## src/rtl/filter_output_formatter.sv

```systemverilog
`timescale 1ns/1ps
`default_nettype none
// ============================================================================
// Module   : filter_output_formatter
// Brief    : Rounds, scales and saturates the FIR accumulator stream into a
//            first-word-fall-through FIFO with sticky saturate/drop flags.
//            Define FORMATTER_ROUND_CONVERGENT_EN for round-half-to-even.
// Revision : 1.0 - initial release
// ============================================================================
module filter_output_formatter #(
    parameter int InWidth   = 48,
    parameter int OutWidth  = 18,
    parameter int Shift     = 17,
    parameter int FifoDepth = 8
) (
    input  logic                          Clk_i,
    input  logic                          Rstn_i,
    input  logic signed [InWidth-1:0]     Data_i,
    input  logic                          DataValid_i,
    output logic signed [OutWidth-1:0]    Data_o,
    output logic                          DataValid_o,
    input  logic                          DataReady_i,
    output logic [$clog2(FifoDepth):0]    Level_o,
    output logic                          Sat_o,
    output logic                          Overflow_o,
    input  logic                          ClearFlags_i
);

    localparam int c_aw  = $clog2(FifoDepth);
    localparam int c_pw  = c_aw + 1;
    localparam int c_r1w = InWidth + 1 - Shift;
    localparam logic [InWidth:0] c_half = (InWidth+1)'(1) << (Shift - 1);

    // ------------------------------------------------------------------
    // Stage 1: round and arithmetic shift on a sign-extended sample
    // ------------------------------------------------------------------
    logic signed [InWidth:0]   w_ext;
    logic signed [InWidth:0]   w_rnd;
    logic signed [InWidth:0]   w_sum;
    logic signed [c_r1w-1:0]   w_shr;
    logic signed [c_r1w-1:0]   r_r1;
    logic                      r_v1;

    assign w_ext = {Data_i[InWidth-1], Data_i};

`ifdef FORMATTER_ROUND_CONVERGENT_EN
    // Exact tie with an even kept LSB stays put; everything else rounds up.
    assign w_rnd = ((w_ext[Shift-1:0] == c_half[Shift-1:0]) && !w_ext[Shift])
                   ? '0 : $signed(c_half);
`else
    assign w_rnd = $signed(c_half);
`endif

    assign w_sum = w_ext + w_rnd;
    assign w_shr = c_r1w'(w_sum >>> Shift);

    // ------------------------------------------------------------------
    // Stage 2: saturate to the signed output range
    // ------------------------------------------------------------------
    logic [c_r1w-OutWidth:0]   w_hi;
    logic                      w_fits;
    logic [OutWidth-1:0]       w_sat_val;
    logic [OutWidth-1:0]       r_r2;
    logic                      r_v2;

    assign w_hi      = r_r1[c_r1w-1:OutWidth-1];
    assign w_fits    = (&w_hi) | ~(|w_hi);
    assign w_sat_val = w_fits           ? r_r1[OutWidth-1:0] :
                       r_r1[c_r1w-1]    ? {1'b1, {(OutWidth-1){1'b0}}} :
                                          {1'b0, {(OutWidth-1){1'b1}}};

    // Datapath registers carry no reset; only the valids qualify them.
    always_ff @(posedge Clk_i) begin
        if (DataValid_i) begin
            r_r1 <= w_shr;
        end
        if (r_v1) begin
            r_r2 <= w_sat_val;
        end
    end

    // ------------------------------------------------------------------
    // FIFO with wrap-bit pointers
    // ------------------------------------------------------------------
    logic [OutWidth-1:0]       r_mem [FifoDepth];
    logic [c_pw-1:0]           r_wr_ptr;
    logic [c_pw-1:0]           r_rd_ptr;
    logic                      w_empty;
    logic                      w_full;
    logic                      w_pop;
    logic                      w_push;
    logic                      w_drop;
    logic                      w_sat_evt;

    assign w_empty   = (r_wr_ptr == r_rd_ptr);
    assign w_full    = (r_wr_ptr[c_aw-1:0] == r_rd_ptr[c_aw-1:0]) &&
                       (r_wr_ptr[c_aw] != r_rd_ptr[c_aw]);
    assign w_pop     = !w_empty && DataReady_i;
    // A pop on the same edge frees the slot, so a full FIFO still accepts.
    assign w_push    = r_v2 && (!w_full || w_pop);
    assign w_drop    = r_v2 && w_full && !w_pop;
    assign w_sat_evt = r_v1 && !w_fits;

    always_ff @(posedge Clk_i) begin
        if (w_push) begin
            r_mem[r_wr_ptr[c_aw-1:0]] <= r_r2;
        end
    end

    always_ff @(posedge Clk_i or negedge Rstn_i) begin
        if (!Rstn_i) begin
            r_v1       <= 1'b0;
            r_v2       <= 1'b0;
            r_wr_ptr   <= '0;
            r_rd_ptr   <= '0;
            Sat_o      <= 1'b0;
            Overflow_o <= 1'b0;
        end else begin
            r_v1 <= DataValid_i;
            r_v2 <= r_v1;
            if (w_push) begin
                r_wr_ptr <= r_wr_ptr + 1'b1;
            end
            if (w_pop) begin
                r_rd_ptr <= r_rd_ptr + 1'b1;
            end
            // A new event beats a coincident clear.
            if (w_sat_evt) begin
                Sat_o <= 1'b1;
            end else if (ClearFlags_i) begin
                Sat_o <= 1'b0;
            end
            if (w_drop) begin
                Overflow_o <= 1'b1;
            end else if (ClearFlags_i) begin
                Overflow_o <= 1'b0;
            end
        end
    end

    assign Level_o     = r_wr_ptr - r_rd_ptr;
    assign DataValid_o = !w_empty;
    assign Data_o      = w_empty ? '0 : $signed(r_mem[r_rd_ptr[c_aw-1:0]]);

endmodule
`default_nettype wire

```

## config.mk

```make
export PLATFORM = sky130hd
export DESIGN_NAME = filter_output_formatter
export DESIGN_NICKNAME = d
export VERILOG_FILES = /design/src/rtl/filter_output_formatter.sv
export SDC_FILE = /design/constraint.sdc
export NUM_CORES = 1
export LEC_CHECK = 0
export BUFFER_PORTS_ARGS = -buffer_cell sky130_fd_sc_hd__buf_4
export CORE_AREA = 2 2 134 136
export DETAILED_ROUTE_END_ITERATION = 8
export DIE_AREA = 0 0 136 138
export GPL_TIMING_DRIVEN = 0
export PLACE_DENSITY_LB_ADDON = 0.25
export SLEW_MARGIN = 20
export SYNTH_ARGS = -nofsm -noshare
export SYNTH_HDL_FRONTEND = slang
export SYNTH_SLANG_ARGS = --single-unit
```

## constraint.sdc

```tcl
create_clock -name Clk_i -period 4.2 [get_ports Clk_i]
set_clock_uncertainty 0.1 [all_clocks]
set_input_delay 0.21 -clock Clk_i [delete_from_list [all_inputs] [get_ports Clk_i]]
set_output_delay 0.21 -clock Clk_i [all_outputs]
set_load 0.02 [all_outputs]
```

### Word level (Yosys, flattened, before mapping)

Memory sizes are Yosys's and may differ from the RTL's.
Cells that the tools add are included.

* memories: 1
* memory bits (writable): 144
* register bits: 62

* add/sub/neg operators: 4
* reductions and logical operators: 15
* multiplexer cells: 8
* bitwise gates (word level): 2
* equal/unequal tests: 3

Memories
* r_mem: words 8, bits a word 18, read ports 1, clocked after memory_dff 0, write ports 1, line 85 `logic [OutWidth-1:0] r_mem [FifoDepth];`

Operator list (number)
* 18-bit two-way mux: 3
* 48-bit by 18-bit adder with 49-bit output (second input constant): 1
* 15-bit AND reduction: 1
* 15-bit OR reduction: 1
* 4-bit by 1-bit adder with 4-bit output (second input constant): 2
* 1-bit logical AND: 6
* 1-bit two-way mux: 5
* 4-bit equality test: 1
* 1-bit zero test: 4
* 2-bit nonzero test: 2
* 4-bit subtractor: 1
* 3-bit equality test: 1
* 1-bit logical OR: 1
* 1-bit inequality test: 1
* 1-bit inverter: 1
* 1-bit OR: 1

### Logic depth before layout (Yosys ltp)

Gate-level depths: netlist (run 1).

* word-level depth: 7
* depth in mapped cells: 9
* mapped depth without buffers: 7

### Worst setup path after synthesis (run 1)

Ideal clock, no wire load.

* kind: register to register
* start point: reg r_rd_ptr[1]
* end point: mem r_mem[0][0] (enable)
* stages on the path, launching flop included: 9
* buffers on the path: 2
* setup slack: 0.192 ns
* arrival: 3.468 ns
* clock period less this slack: 4.008 ns
* cell sequence: dfrtp_1 clkbuf_1 buf_2 inv_1 ha_1 nand3_1 nor3_1 nand2b_1 nor4_1

* cells in the longest elaborated chain, start to end: 7
* elaborated cells between the ends (all ways): 10

Ends and longest elaborated chain
* start, declared: line 87 `logic [c_pw-1:0] r_rd_ptr;`
* start signal, assigned: line 125 `r_rd_ptr <= r_rd_ptr + 1'b1;`
* 4-bit equality test / 3-bit equality test (equally long branches): line 95, 96
* 1-bit zero test / 1-bit logical AND (equally long branches): line 98, 96
* 1-bit logical AND / 1-bit zero test (equally long branches): line 98, 100
* 1-bit logical OR (*): line 100 `assign w_push = r_v2 && (!w_full || w_pop);`
* 1-bit logical AND (*): line 100
* 1-bit two-way mux (*): line 105 `if (w_push) begin`
* 1-bit two-way mux (implied by the code) (*): line 106 `r_mem[r_wr_ptr[c_aw-1:0]] <= r_r2;`
* end, declared: line 85

Mark *: on every way between the ends. The rest lies on a longest branch, timed or not.

### Worst setup path after layout (run 1)

* start point: reg r_rd_ptr[2]
* end point: out Data_o[15]

* cells in the longest elaborated chain, start to end: 2
* elaborated cells between the ends (all ways): 3

Ends and longest elaborated chain
* memory read 8 x 18 bit / 4-bit equality test (equally long branches)
* 18-bit two-way mux (*): line 143 `assign Data_o = w_empty ? '0 : $signed(r_mem[r_rd_ptr[c_aw-1:0]]);`
* end, declared: line 20 `output logic signed [OutWidth-1:0] Data_o,`

Marked as above.

==> impl_metrics.yaml, run 1 <==
logic_synthesis:
  synth_cells: 498
  synth_nets: 558
  seq_area_frac_synth_pct: 72.2
  synth.ff_latch_count: 206
  yosys_warnings: 0
  synth_cell_types: 41
  synth.avg_cell_area_um2: 17.0
  synth_area_um2: 8480
final_layout:
  fillCellCount: 1350
  final_layout_size_suffix_gt1_share_pct: 26.6
  nNetsFinal: 688
  multi_input_area_um2: 2200
  diodes: 0
  final_cells: 871
  area_growth_pct: 22.4
  regArea_um2: 6130
timing:
  worst_slew_pin_slew_ns: 0.913
  finalSetupViolCount: 0
  period_minus_slack_ns: 3.94
  fmax_mhz: 254
  maxSlewViolCount: 0
  fin_crit_sh_pct: 93.9
  hold_viol: 0
  rsz0062_at_grt: "no"
  relSlewSlack_pct: 39.1
placement:
  place_congestion: 0.792
  hpwl_um: 10800
  placedCellCount: 799
  io_buffers: 61
global_route:
  grt_start_max_net_pins: 34
  grt_pass1_wl_um: 26000
  antenna_found_initial: 0
  grt.overflow.total: 0
  grt_pass1_vias: 4770
  grtUsageTotal_pct: 18.2
pwr:
  p_leak_nw: 3.64
  totalPowerFinal_mw: 6.86
  power_density_nw_per_um2: 661
  irDropWorstVdd_uv: 333
critical_path:
  startpoint_type: "register"
  timing.rr.start: "r_rd_ptr[2]"
  timing.critical_path.from: "r_rd_ptr[2]"
  end_kind: "primary output"
  path_class: "register to primary output"
  cp_data_required_time_ns: 3.89
  r2r_cells: 9
  cp_max_fo: 10
  worstPathArrival_ns: 3.63
floorplanning:
  die_area_um2: 18800
  die_height_um: 138
  initial_utilization_pct: 48.4
  coreArea_um2: 17500
  row_count: 49
  die_width_um: 136
  io_pins: 78
clock_tree:
  cts.sinks: 206
  clock_path_buffers: 3
  cts_setup_buffers: 0
  root_buffer: "clkbuf_16"
  cts_tree: "done"
  worstSkewPairLatency_ns: 0.49
  htreeDepth: 1
  clkTransAtPathRegs_ns: 0.06
  numCtsBuffers: 20
run_status:
  outcome: "completed"
flow_run:
  maxCapViolCount: 0
detailed_routing:
  wl_per_cell_um: 18.8
  vias: 4653
  drt_pass1_iterations: 5
  totalWireLength_um: 16400
  postRouteAntennaNets: 0
  drcViolationCount: 0
  initialDrtViolationCount: 418
  routed_via_density: 5.34
worst_hold_path:
  hold_class: "primary input to async pin"
## kinds of logic (layout without fill, tap and decap cells)
family | count (synthesis) | after routing | synth area share, %
and+or+nand+nor | 119 | 119 | 7.17
AOI/OAI and AO/OA | 44 | 44 | 3.41
xor gates and xnor gates | 39 | 39 | 4.03
buffers and inverters | 46 | 190 | 2.35
DFF | 206 | 206 | 72.2
adders and majority gates | 7 | 7 | 1.12
muxes | 37 | 37 | 9.69
## routing by layer
layer / wire length [um] / part of all wire [%] / global-route usage, % / up-vias
met1: 7050 / 43 / 24.8 / 2312
met4: 311 / 1.9 / 4.82 / 0
met5: 0 / 0 / 0 / -
met3: 783 / 4.8 / 2.64 / 27
met2: 8270 / 50 / 31.0 / 129
li1: - / - / - / 2185
## path summary, 6_finish.rpt
path                               end  slack (ns)
max                         Data_o[15]        0.26
min                        r_wr_ptr[0]        0.03
max reg2reg                r_mem[0][2]        0.59
min reg2reg                r_wr_ptr[3]        0.40
max in group asynchronous  r_rd_ptr[0]        3.81
min in group Clk_i             r_r1[2]        0.06
## Yosys cell counts (all sizes together)
cell / instances / share of area [%]
o21ai: 18 / 1.5
o31a: 1 / 0.10
ha: 6 / 0.89
and2: 2 / 0.15
mux2: 1 / 0.13
dfrtp: 12 / 3.5
a311o: 1 / 0.13
nand2: 52 / 2.3
nor4: 6 / 0.69
and3: 5 / 0.37
clkbuf: 8 / 0.35
mux4: 36 / 9.6
inv: 29 / 1.3
nand4: 17 / 1.3
nand2b: 1 / 0.074
xor2: 5 / 0.52
or4: 1 / 0.13
nand3: 18 / 1.1
o21a: 1 / 0.089
and4: 1 / 0.10
edfxtp: 194 / 69
a21o: 1 / 0.089
nor2: 5 / 0.25
a21oi: 19 / 1.1
a22o: 2 / 0.22
or2: 1 / 0.074
buf: 8 / 0.66
nor3: 10 / 0.71
a31oi: 1 / 0.15
xnor2: 34 / 3.5
clkinv: 1 / 0.044
fa: 1 / 0.24
## critical path, cell delays in order (launching register included)
cell and delay, ns:
dfrtp_1 0.36, clkinv_1 0.33, clkbuf_1 0.42, ha_1 0.45, nand3_1 0.16, nor2_2 0.50
clkbuf_1 0.55, a21oi_1 0.17, buf_4 0.21
## cell type report
type	instances	share of cell area, %
multi-input cells	246	21.2
flip-flops and latches	206	59.0
clock buffers	27	5.47
clock inverters	9	0.880
plain buffers	16	0.844
well taps	229	2.76
inverters	30	1.08
repair buffers	108	8.78
## placed cells by master, fill, tap and decap left out, types with 2 or more instances in the layout
cell type      Yosys  layout
buf_6              2       6
xor2_1             5       5
dlygate4sd3_1      0      36
clkinv_1           1       6
and3_1             5       5
nor4_2             1       2
inv_1             29      29
clkbuf_8           0       2
and2_1             2       2
mux4_2            36      36
a21oi_1           19      19
nor2_1             4       2
nand3_1           18      18
dfrtp_1           12      12
buf_4              2      68
o21ai_0            8       8
o21ai_2           10      10
buf_2              3       5
ha_1               6       6
nor3_1             8       4
clkbuf_16          0      21
edfxtp_1         194     194
nand2_1           52      52
nor4_1             4       3
clkbuf_1           8      11
nand4_1           17      17
nor2_4             0       2
nor3_2             2       6
xnor2_1           34      34
bufinv_16          0       2
## power by group
| part | switching [mW] | internal (mW) |
|---|---|---|
| Sequential | 0.143 | 2.58 |
| Clock | 0.702 | 1.07 |
| Combinational | 1.34 | 1.02 |
| Total | 2.19 | 4.67 |
## flip-flops by register name (all words and copies together) (netlist names)
register	cells
Sat_o	1
r_wr_ptr	4
r_v2	1
r_v1	1
r_r2	18
r_mem	144
r_rd_ptr	4
r_r1	32
Overflow_o	1
## through the flow
stage / cell area [um^2] / TNS, ns / setup slack, ns / util (%) / hold slack (ns)
2_1_floorplan: 8480 / 0 / 0.192 / - / -0.186
3_3_place_gp: 9230 / -105.87 / -1.86 / 52.6 / -0.0415
3_5_place_dp: 9360 / 0 / 0.439 / 53.4 / -0.0377
4_1_cts: 10400 / 0 / 0.203 / 59.2 / 0.0100
5_1_grt: 10400 / 0 / 0.0364 / 59.2 / 0.0398
6_report: 10400 / 0 / 0.258 / 59.2 / 0.0259
## timing repair
| item | 4_1_cts | 5_1_grt |
|---|---|---|
| endpoints found under the hold margin | 50 | 0 |
| endpoints found under the setup margin | 2 | 0 |
| hold buffers | 36 | 0 |
| gates resized for setup | 1 | 0 |
No activity file was read; power rests on OpenSTA's default activity.
==> run 2, diff against run 1 <==
--- a/config.mk
+++ b/config.mk
@@ -6,9 +6,11 @@
 export NUM_CORES = 1
 export LEC_CHECK = 0
 export BUFFER_PORTS_ARGS = -buffer_cell sky130_fd_sc_hd__buf_4
-export CORE_AREA = 2 2 134 136
+export CELL_PAD_IN_SITES_DETAIL_PLACEMENT = 0
+export CELL_PAD_IN_SITES_GLOBAL_PLACEMENT = 2
+export CORE_AREA = 2 2 149 151
 export DETAILED_ROUTE_END_ITERATION = 8
-export DIE_AREA = 0 0 136 138
+export DIE_AREA = 0 0 151 153
 export GPL_TIMING_DRIVEN = 0
 export PLACE_DENSITY_LB_ADDON = 0.25
 export SLEW_MARGIN = 20
==> run 2 against run 1 <==
  * Clock power is 15% higher
  * Critical endpoint is now Data_o[8]
  * Largest cell class unchanged
  * Maximum frequency is 3.5% higher
  * Critical path type unchanged
  * Non-clock buffer count stayed put
  * Routed wire length is 4.6% higher
  * Largest power group unchanged
  * Sequential share of layout area is 0.99 points lower
==> impl_metrics.yaml, run 2 (synthesized netlist as in run 1, its figures left out) <==
detailed_routing:
  initialDrtViolationCount: 232
  drt_pass1_iterations: 4
  wl_per_cell_um: 18.5
  postRouteAntennaNets: 0
  vias: 4630
  drcViolationCount: 0
  routed_via_density: 4.99
  totalWireLength_um: 17200
critical_path:
  path_class: "register to primary output"
  crit_path_top_delay_cell: "nor2_2"
  startpoint_type: "register"
  timing.critical_path.from: "r_rd_ptr[2]"
  path_cells: "clkinv_1 -> clkbuf_1 -> ha_1 -> nand3_1 -> nor2_2 -> clkbuf_2 -> a21oi_1 -> buf_4"
  end_kind: "primary output"
  worstPathArrival_ns: 3.50
  cp_data_required_time_ns: 3.89
  cp_max_fo: 10
  critPathMaxStageDelay_ns: 0.51
  cp_top_family: "buffers and inverters"
  timing.rr.start: "r_rd_ptr[2]"
  path_buf_inv: 4
timing:
  maxSlewViolCount: 0
  hold_viol: 0
  fmax_mhz: 263
  whs_ns: 0.0170
  fin_crit_sh_pct: 90.7
  relSlewSlack_pct: 36.1
  worst_slew_pin_slew_ns: 0.958
  rsz0062_at_grt: "no"
  period_minus_slack_ns: 3.81
  finalSetupViolCount: 0
  setup_slack_ns: 0.391
flow_run:
  maxCapViolCount: 0
global_route:
  grt_start_max_net_pins: 34
  antenna_found_initial: 0
  grtUsageTotal_pct: 15.4
  grt.overflow.total: 0
  grt_pass1_wl_um: 26900
  grt_pass1_vias: 4753
pwr:
  irDropWorstVdd_uv: 282
  p_leak_nw: 3.70
  power_density_nw_per_um2: 674
placement:
  io_buffers: 61
  place_area_um2: 9430
  place_congestion: 0.757
  placedCellCount: 851
  hpwl_um: 11500
  dp_slack_ns: 0.241
final_layout:
  final_util_pct: 49.1
  diodes: 0
  area_growth_pct: 24.5
  final_cells: 927
  stdcell_area_um2: 10600
  final_layout_size_suffix_gt1_share_pct: 28.0
  largest_reg_flops: 144
  nNetsFinal: 691
  final_common_cell: "edfxtp_1"
  layout_common_cells: "194 x edfxtp_1, 66 x buf_4, 52 x nand2_1, 36 x mux4_2, 35 x dlygate4sd3_1"
floorplanning:
  io_pins: 78
  coreArea_um2: 21500
  die_height_um: 153
  initial_utilization_pct: 39.5
  row_count: 54
  die_width_um: 151
  die_area_um2: 23100
run_status:
  outcome: "completed"
clock_tree:
  cts.sinks: 206
  clock_path_buffers: 3
  cts_setup_buffers: 0
  clkTransAtPathRegs_ns: 0.06
  cts_tree: "done"
  root_buffer: "clkbuf_16"
  worstSkewPairLatency_ns: 0.49
  numCtsBuffers: 23
  htreeDepth: 1
worst_hold_path:
  hold_class: "primary input to async pin"
run 2: layout make-up:
type,instances,area [um^2]
Clock inverter,14,184
Timing Repair Buffer,108,907
Tap cell,280,350
Clock buffer,27,591
Inverter,30,113
Multi-Input combinational cell,246,2200
Fill cell,1862,10900
Buffer,16,88.8
Sequential cell,206,6130
run 2: metal layers:
metal	GRT usage [%]	part of all wire, %	vias to the layer above
li1	-	-	2186
met1	21.2	43	2301
met2	25.6	50	122
met3	2.69	6.0	21
met4	3.74	1.8	0
met5	0	0	-
run 2: where the power goes:
part           switching [mW]  internal [mW]  leakage (nW)
Sequential              0.143           2.58          1.94
Combinational            1.35           1.01          1.39
Clock                   0.775           1.26         0.373
Total                    2.26           4.86          3.70
run 2: timing repair:
item | CTS | global route
gates resized for setup | 1 | 2
hold endpoints to repair | 49 | 0
setup endpoints to repair | 10 | 4
pin swaps | 0 | 0
hold buffers | 35 | 0
run 2: final timing paths:
path,slack [ns],to,cells after the start
max in group asynchronous,3.80,r_v1,2
hold / removal,0.02,r_rd_ptr[2],2
setup / recovery,0.39,Data_o[8],8
min in group Clk_i,0.04,Overflow_o,3
hold reg to reg,0.39,r_wr_ptr[3],1
setup reg to reg,0.52,r_mem[4][10],9
run 2: metrics by stage:
stage | setup TNS [ns] | power (mW)
global route | 0 | 7.47
global placement | -155.35 | 5.05
finish | 0 | 7.12
floorplan | 0 | 4.19
detailed placement | 0 | 5.14
CTS | 0 | 7.21
